===== config.mk =====
export PLATFORM = sky130hd
export DESIGN_NAME = vga_pattern_gen
export DESIGN_NICKNAME = d
export VERILOG_FILES = /design/src/rtl/vga_pkg.sv /design/src/rtl/vga_timing.sv /design/src/rtl/vga_pattern_gen.sv
export SDC_FILE = /design/constraint.sdc
export NUM_CORES = 1
export LEC_CHECK = 0
export BUFFER_PORTS_ARGS = -buffer_cell sky130_fd_sc_hd__buf_2
export CORE_ASPECT_RATIO = 1.75
export CORE_MARGIN = 8
export CORE_UTILIZATION = 45
export DETAILED_ROUTE_END_ITERATION = 10
export PLACE_DENSITY_LB_ADDON = 0.1
export SLEW_MARGIN = 20
export SYNTH_ARGS = -nofsm -noshare
export SYNTH_HDL_FRONTEND = slang
export SYNTH_SLANG_ARGS = --single-unit

===== constraint.sdc =====
create_clock -name clk -period 8.4 [get_ports clk]
set_input_delay 0.42 -clock clk [delete_from_list [all_inputs] [get_ports clk]]
set_output_delay 0.42 -clock clk [all_outputs]
set_load 0.05 [all_outputs]

===== src/rtl/vga_pkg.sv =====
// Shared VGA constants: 640x480@60 default timing and the pattern-mode encodings.
package vga_pkg;

    localparam int DEF_CLK_DIV  = 2;
    localparam int DEF_H_ACTIVE = 640;
    localparam int DEF_H_FP     = 16;
    localparam int DEF_H_SYNC   = 96;
    localparam int DEF_H_BP     = 48;
    localparam int DEF_V_ACTIVE = 480;
    localparam int DEF_V_FP     = 10;
    localparam int DEF_V_SYNC   = 2;
    localparam int DEF_V_BP     = 33;

    typedef enum logic [1:0] {
        MODE_VBARS  = 2'd0,
        MODE_HBARS  = 2'd1,
        MODE_CHECK  = 2'd2,
        MODE_SCROLL = 2'd3
    } mode_e;

    // Counter width able to hold 0..n-1, never narrower than one bit.
    function automatic int cnt_width(input int n);
        return (n > 1) ? $clog2(n) : 1;
    endfunction

endpackage


===== src/rtl/vga_timing.sv =====
// Pixel-rate divider, horizontal/vertical counters and the sync/active/frame-end
// decode taken from the current (pre-advance) counter values.
module vga_timing
    import vga_pkg::*;
#(
    parameter int CLK_DIV  = DEF_CLK_DIV,
    parameter int H_ACTIVE = DEF_H_ACTIVE,
    parameter int H_FP     = DEF_H_FP,
    parameter int H_SYNC   = DEF_H_SYNC,
    parameter int H_BP     = DEF_H_BP,
    parameter int V_ACTIVE = DEF_V_ACTIVE,
    parameter int V_FP     = DEF_V_FP,
    parameter int V_SYNC   = DEF_V_SYNC,
    parameter int V_BP     = DEF_V_BP,
    localparam int H_TOTAL = H_ACTIVE + H_FP + H_SYNC + H_BP,
    localparam int V_TOTAL = V_ACTIVE + V_FP + V_SYNC + V_BP,
    localparam int HW      = cnt_width(H_TOTAL + 1),
    localparam int VW      = cnt_width(V_TOTAL + 1)
) (
    input  logic          clk,
    input  logic          rst,
    output logic          o_pix_en,
    output logic [HW-1:0] o_h_cnt,
    output logic [VW-1:0] o_v_cnt,
    output logic          o_hs_act,
    output logic          o_vs_act,
    output logic          o_active,
    output logic          o_frame_end
);

    localparam int DW = cnt_width(CLK_DIV);

    localparam logic [DW-1:0] DIV_LAST = DW'(CLK_DIV - 1);
    localparam logic [HW-1:0] H_LAST   = HW'(H_TOTAL - 1);
    localparam logic [HW-1:0] H_ACT    = HW'(H_ACTIVE);
    localparam logic [HW-1:0] HS_BEG   = HW'(H_ACTIVE + H_FP);
    localparam logic [HW-1:0] HS_END   = HW'(H_ACTIVE + H_FP + H_SYNC);
    localparam logic [VW-1:0] V_LAST   = VW'(V_TOTAL - 1);
    localparam logic [VW-1:0] V_ACT    = VW'(V_ACTIVE);
    localparam logic [VW-1:0] VS_BEG   = VW'(V_ACTIVE + V_FP);
    localparam logic [VW-1:0] VS_END   = VW'(V_ACTIVE + V_FP + V_SYNC);

    if (CLK_DIV < 1) begin : g_bad_clk_div
        $error("vga_timing: CLK_DIV must be at least 1");
    end

    logic [DW-1:0] r_div_cnt;
    logic [HW-1:0] r_h_cnt;
    logic [VW-1:0] r_v_cnt;
    logic          w_pix_en;
    logic          w_h_last;
    logic          w_v_last;

    // With CLK_DIV = 1 the divider is a constant zero and pix_en never drops.
    assign w_pix_en = (r_div_cnt == DIV_LAST);
    assign w_h_last = (r_h_cnt == H_LAST);
    assign w_v_last = (r_v_cnt == V_LAST);

    always_ff @(posedge clk or posedge rst) begin
        if (rst) begin
            r_div_cnt <= '0;
            r_h_cnt   <= '0;
            r_v_cnt   <= '0;
        end else begin
            r_div_cnt <= w_pix_en ? '0 : r_div_cnt + 1'b1;
            if (w_pix_en) begin
                r_h_cnt <= w_h_last ? '0 : r_h_cnt + 1'b1;
                if (w_h_last) begin
                    r_v_cnt <= w_v_last ? '0 : r_v_cnt + 1'b1;
                end
            end
        end
    end

    assign o_pix_en    = w_pix_en;
    assign o_h_cnt     = r_h_cnt;
    assign o_v_cnt     = r_v_cnt;
    assign o_hs_act    = (r_h_cnt >= HS_BEG) && (r_h_cnt < HS_END);
    assign o_vs_act    = (r_v_cnt >= VS_BEG) && (r_v_cnt < VS_END);
    assign o_active    = (r_h_cnt < H_ACT) && (r_v_cnt < V_ACT);
    assign o_frame_end = w_pix_en && w_h_last && w_v_last;

endmodule


===== src/rtl/vga_pattern_gen.sv =====
// VGA test-pattern source: four selectable patterns, registered syncs and RGB,
// with mode and scroll offset latched only at the frame boundary.
module vga_pattern_gen
    import vga_pkg::*;
#(
    parameter int CLK_DIV     = DEF_CLK_DIV,
    parameter int H_ACTIVE    = DEF_H_ACTIVE,
    parameter int H_FP        = DEF_H_FP,
    parameter int H_SYNC      = DEF_H_SYNC,
    parameter int H_BP        = DEF_H_BP,
    parameter int V_ACTIVE    = DEF_V_ACTIVE,
    parameter int V_FP        = DEF_V_FP,
    parameter int V_SYNC      = DEF_V_SYNC,
    parameter int V_BP        = DEF_V_BP,
    parameter int COLOR_BITS  = 1,
    parameter int CHECK_SIZE  = 32,
    parameter int SCROLL_STEP = 4
) (
    input  logic                    clk,
    input  logic                    rst,
    input  logic [1:0]              mode,
    output logic                    vga_hs_l,
    output logic                    vga_vs_l,
    output logic [3*COLOR_BITS-1:0] vga_rgb,
    output logic                    frame_start
);

    localparam int H_TOTAL = H_ACTIVE + H_FP + H_SYNC + H_BP;
    localparam int V_TOTAL = V_ACTIVE + V_FP + V_SYNC + V_BP;
    localparam int HW      = cnt_width(H_TOTAL + 1);
    localparam int VW      = cnt_width(V_TOTAL + 1);
    localparam int CB_BIT  = $clog2(CHECK_SIZE);

    localparam logic [HW-1:0] H_BAR  = HW'(H_ACTIVE / 8);
    localparam logic [VW-1:0] V_BAR  = VW'(V_ACTIVE / 8);
    localparam logic [HW:0]   H_ACT1 = (HW+1)'(H_ACTIVE);
    localparam logic [HW:0]   STEP1  = (HW+1)'(SCROLL_STEP);

    if (H_ACTIVE % 8 != 0) begin : g_bad_h_active
        $error("vga_pattern_gen: H_ACTIVE must be a multiple of 8");
    end
    if (V_ACTIVE % 8 != 0) begin : g_bad_v_active
        $error("vga_pattern_gen: V_ACTIVE must be a multiple of 8");
    end
    if (CHECK_SIZE < 1 || (CHECK_SIZE & (CHECK_SIZE - 1)) != 0) begin : g_bad_check
        $error("vga_pattern_gen: CHECK_SIZE must be a power of 2");
    end
    if (SCROLL_STEP >= H_ACTIVE) begin : g_bad_step
        $error("vga_pattern_gen: SCROLL_STEP must be below H_ACTIVE");
    end

    logic                    w_pix_en;
    logic [HW-1:0]           w_h_cnt;
    logic [VW-1:0]           w_v_cnt;
    logic                    w_hs_act;
    logic                    w_vs_act;
    logic                    w_active;
    logic                    w_frame_end;

    mode_e                   r_mode;
    logic [HW-1:0]           r_scroll;
    logic                    r_hs_l;
    logic                    r_vs_l;
    logic [3*COLOR_BITS-1:0] r_rgb;
    logic                    r_frame_start;

    logic [HW:0]             w_scroll_sum;
    logic [HW-1:0]           w_scroll_next;
    logic [HW:0]             w_col_sum;
    logic [HW-1:0]           w_col_eff;
    logic                    w_chk;
    logic [2:0]              w_color;
    logic [3*COLOR_BITS-1:0] w_rgb;

    vga_timing #(
        .CLK_DIV  (CLK_DIV),
        .H_ACTIVE (H_ACTIVE),
        .H_FP     (H_FP),
        .H_SYNC   (H_SYNC),
        .H_BP     (H_BP),
        .V_ACTIVE (V_ACTIVE),
        .V_FP     (V_FP),
        .V_SYNC   (V_SYNC),
        .V_BP     (V_BP)
    ) u_timing (
        .clk         (clk),
        .rst         (rst),
        .o_pix_en    (w_pix_en),
        .o_h_cnt     (w_h_cnt),
        .o_v_cnt     (w_v_cnt),
        .o_hs_act    (w_hs_act),
        .o_vs_act    (w_vs_act),
        .o_active    (w_active),
        .o_frame_end (w_frame_end)
    );

    // Offsets stay below H_ACTIVE, so a single conditional subtract is a full modulo.
    assign w_scroll_sum  = {1'b0, r_scroll} + STEP1;
    assign w_scroll_next = (w_scroll_sum >= H_ACT1) ? HW'(w_scroll_sum - H_ACT1)
                                                    : w_scroll_sum[HW-1:0];

    always_comb begin
        w_col_sum = {1'b0, w_h_cnt} + {1'b0, r_scroll};
        w_col_eff = (w_col_sum >= H_ACT1) ? HW'(w_col_sum - H_ACT1) : w_col_sum[HW-1:0];
        w_chk     = w_h_cnt[CB_BIT] ^ w_v_cnt[CB_BIT];
        w_color   = 3'b000;
        case (r_mode)
            MODE_VBARS:  w_color = 3'(w_h_cnt / H_BAR);
            MODE_HBARS:  w_color = 3'(w_v_cnt / V_BAR);
            MODE_CHECK:  w_color = {3{w_chk}};
            MODE_SCROLL: w_color = 3'(w_col_eff / H_BAR);
            default:     w_color = 3'b000;
        endcase
        w_rgb = {{COLOR_BITS{w_color[2]}}, {COLOR_BITS{w_color[1]}}, {COLOR_BITS{w_color[0]}}};
    end

    always_ff @(posedge clk or posedge rst) begin
        if (rst) begin
            r_mode        <= MODE_VBARS;
            r_scroll      <= '0;
            r_hs_l        <= 1'b1;
            r_vs_l        <= 1'b1;
            r_rgb         <= '0;
            r_frame_start <= 1'b0;
        end else begin
            r_frame_start <= w_frame_end;
            if (w_pix_en) begin
                r_hs_l <= ~w_hs_act;
                r_vs_l <= ~w_vs_act;
                r_rgb  <= w_active ? w_rgb : '0;
            end
            if (w_frame_end) begin
                r_mode   <= mode_e'(mode);
                r_scroll <= w_scroll_next;
            end
        end
    end

    assign vga_hs_l    = r_hs_l;
    assign vga_vs_l    = r_vs_l;
    assign vga_rgb     = r_rgb;
    assign frame_start = r_frame_start;

endmodule


==> results.sh <==
export IMPL_ys_ff_latch=37
export IMPL_synth_nets=362
export IMPL_cts_max_path_buffers=2
export IMPL_avgSynthCellArea_um2=8.54
export IMPL_die_area_um2=9360
export IMPL_gr_usage_all_layers=0.155
export IMPL_core_area_um2=6230
export IMPL_h_tree_depth=2
export IMPL_synth_cells=339
export IMPL_required_ns=8.58
export IMPL_drive_gt1_frac=0.105
export IMPL_wire_per_inst_um=15.9
export IMPL_crit_chain="ha_1, inv_1, fa_1, nor2b_1, o2111ai_1, nand3b_2, xor2_1, o2111ai_1, o211ai_2, nand2b_1, o2bb2ai_1, a2111oi_0, a21oi_1"
export IMPL_maxSlewHeadroom=0.599
export IMPL_synth_edf_count=0
export IMPL_place_congestion=0.791
export IMPL_r2r_start="r_scroll[2]"
export IMPL_status="complete, no violations"
export IMPL_ff_latch_area_um2=928
export IMPL_synthFlopType="dfrtp_1"
export IMPL_port_buffers=9
export IMPL_finClkSkew_ns=0.00592
export IMPL_slew_violations=0
export IMPL_die_w_um=76.6
export IMPL_fmax_ghz=0.314
export IMPL_yosys_area_top_type="dfrtp_1"
export IMPL_viasPerCell=5.73
export IMPL_antenna_found_initial=0
export IMPL_cp_slowest_stage_delay_ns=0.48
export IMPL_postPlaceCellArea_um2=2990
export IMPL_crit_slowest_cell="dfrtp_1"
export IMPL_synthTopCellsByCount="dfrtp_1, nand2_1, nor2_1, o21ai_0, a21oi_1"
export IMPL_numCtsBuffers=5
export IMPL_ioPinCount=10
export IMPL_worst_setup_path_type="reg -> reg"
export IMPL_antenna_left=0
export IMPL_setup_viol=0
export IMPL_cpMostUsedCell="o2111ai_1"
export IMPL_worstSetupStartpointType="flop"
export IMPL_r2r_end="vga_rgb[0]"
export IMPL_design_area_um2=3070
export IMPL_final_cells=422
export IMPL_yosysWarnings=0
export IMPL_nets=364
export IMPL_yosys_area_top_type_share=0.302
export IMPL_cts_tree="yes"
export IMPL_fin_hold_ws_ns=0.215
export IMPL_worstPathMaxFanout=8
export IMPL_drt_initial_drc_count=78
export IMPL_grt_pass1_wl_um=11500
export IMPL_grt_overflow_total=0
export IMPL_worst_slew_pin_slew_ns=0.584
export IMPL_vias=2418
export IMPL_insertion_delay_ns=0.30
export IMPL_numClockSinks=37
export IMPL_synthDistinctLibCells=57
export IMPL_grt_pass1_vias=2442
export IMPL_async_reset_ff_frac=1.00
export IMPL_place_hpwl_um=4980
export IMPL_fin_ws_ns=5.21
export IMPL_cts_root_buffer_cell="clkbuf_8"
export IMPL_drc_errors=0
export IMPL_seq_area_frac_synth=0.321
export IMPL_placedCellCount=414
export IMPL_path_clk_slew_ns=0.08
export IMPL_area_delta_synth_final_pct=6.13
export IMPL_hold_violations=0
export IMPL_min_path_type="in -> async"
export IMPL_rsz0062_at_grt="false"
export IMPL_fp_row_count=38
export IMPL_r2r_cells=13
export IMPL_multi_input_area_um2=1820
export IMPL_min_period_over_period=0.379
export IMPL_period_needed_ns=3.19
export IMPL_ys_top_cells_by_area="dfrtp_1, ha_1, xnor2_1"
export IMPL_finalWirelength_um=6710
export IMPL_worstSetupEndpointType="flop"
export IMPL_holdBufCountCts=0
export IMPL_arrival_ns=3.36
export IMPL_p_leak_uw=0.00135
export IMPL_pre_cts_slack_ns=5.21
export IMPL_post_cts_setup_buffers=0
export IMPL_start_util=0.465
export IMPL_grt_start_max_net_pins=38
export IMPL_rrSetupSlack_ns=5.21
export IMPL_drv_cap=0
export IMPL_fp_dieH_um=122
export IMPL_synth_most_common_cell="dfrtp_1"
export IMPL_drt_pass1_iter_count=4
export IMPL_power_density_nw_per_um2=102
export IMPL_diodes=0
export IMPL_num_fill_cells=606
export IMPL_ir_drop_v=0.000111
export IMPL_syn_area_um2=2900
export IMPL_cts_resized=0
export IMPL_setup_tns_ns=0
[cells by family (layout without fill, tap and decap cells)]
| logic type | Yosys count | after routing | synth area share |
|---|---|---|---|
| multiplexers | 4 | 4 | 0.0147 |
| AO/OA/AOI/OAI | 95 | 95 | 0.229 |
| buffers and inverters | 36 | 39 | 0.0514 |
| adder cells (fa/ha/maj) | 20 | 20 | 0.0881 |
| XOR/XNOR | 33 | 33 | 0.0998 |
| AND/OR/NAND/NOR | 114 | 114 | 0.197 |
| flip-flops | 37 | 37 | 0.321 |
[routing by layer]
| layer | vias to the layer above | global-route usage | wire length [µm] |
|---|---|---|---|
| met2 | 36 | 0.305 | 3810 |
| met4 | 0 | 0.0823 | 167 |
| met1 | 1160 | 0.150 | 2560 |
| li1 | 1212 | - | - |
| met3 | 10 | 0.0243 | 169 |
| met5 | - | 0 | 0 |
[report_power, final]
group	internal [µW]	switching (µW)	leakage (µW)
clock	58.6	73.1	0.0000374
combinational	0.834	3.76	0.000823
sequential	178	0	0.000485
total	237	76.9	0.00135
[placed cells by master (no fill, tap or decap), types with 3 or more instances in the layout]
cell type	Yosys	layout
o21a_1	3	3
clkbuf_8	0	5
nor3_1	6	6
a21oi_1	21	21
o22ai_1	4	4
ha_1	18	18
nand2_1	33	33
nand4b_1	3	3
inv_1	19	19
a211oi_2	3	3
buf_2	4	9
o2111ai_1	4	4
dfrtp_1	35	35
xnor2_1	20	20
nor2_1	26	26
nor2b_1	5	5
nand2b_1	6	6
nand3_1	12	12
buf_4	0	3
nand4_1	8	8
a21o_1	4	4
o31ai_1	6	6
o211ai_1	4	4
nor4_1	3	3
o21ai_0	25	25
xor2_1	13	13
[worst max-delay path: cells and delay by family (launching register included)]
kind            cells  cell delay (ns)
compound gates      6             1.12
fa+ha+maj           2             0.62
simple gates        3             0.56
flops               1             0.48
xor+xnor            1             0.23
buf+inv             1             0.05
[metrics by stage]
| stage | utilization | total power (µW) |
|---|---|---|
| global route | 0.494 | 325 |
| floorplan | - | 184 |
| global placement | 0.480 | 186 |
| detailed placement | 0.480 | 186 |
| CTS | 0.494 | 320 |
| finish | 0.494 | 314 |
[cell type report]
type,count,area share
clock buffer,6,0.0236
clock inverter,2,0.00488
inverter,19,0.0232
multi-input combinational,266,0.592
sequential,37,0.302
tap,80,0.0326
timing repair buffer,12,0.0220
[sequential cells by signal (all words and copies together), names as in the netlist]
| register | flops |
|---|---|
| u_timing.o_v_cnt | 10 |
| frame_start | 1 |
| vga_vs_l | 1 |
| vga_rgb | 3 |
| u_timing.o_h_cnt | 10 |
| r_scroll | 8 |
| r_mode | 2 |
| vga_hs_l | 1 |
| u_timing.o_pix_en | 1 |
[how the worst max path moves through the flow]
stage | startpoint | end | slack, ns | cells after the start
after floorplan | r_scroll[2] | vga_rgb[1] | 5.47 | 14
after global placement | r_scroll[2] | vga_rgb[0] | 5.30 | 13
after detailed placement | r_scroll[2] | vga_rgb[0] | 5.21 | 13
after CTS | r_scroll[2] | vga_rgb[0] | 5.20 | 13
after global routing | r_scroll[2] | vga_rgb[0] | 4.83 | 13
final | r_scroll[2] | vga_rgb[0] | 5.21 | 13
No activity file was read; power rests on OpenSTA's default activity.
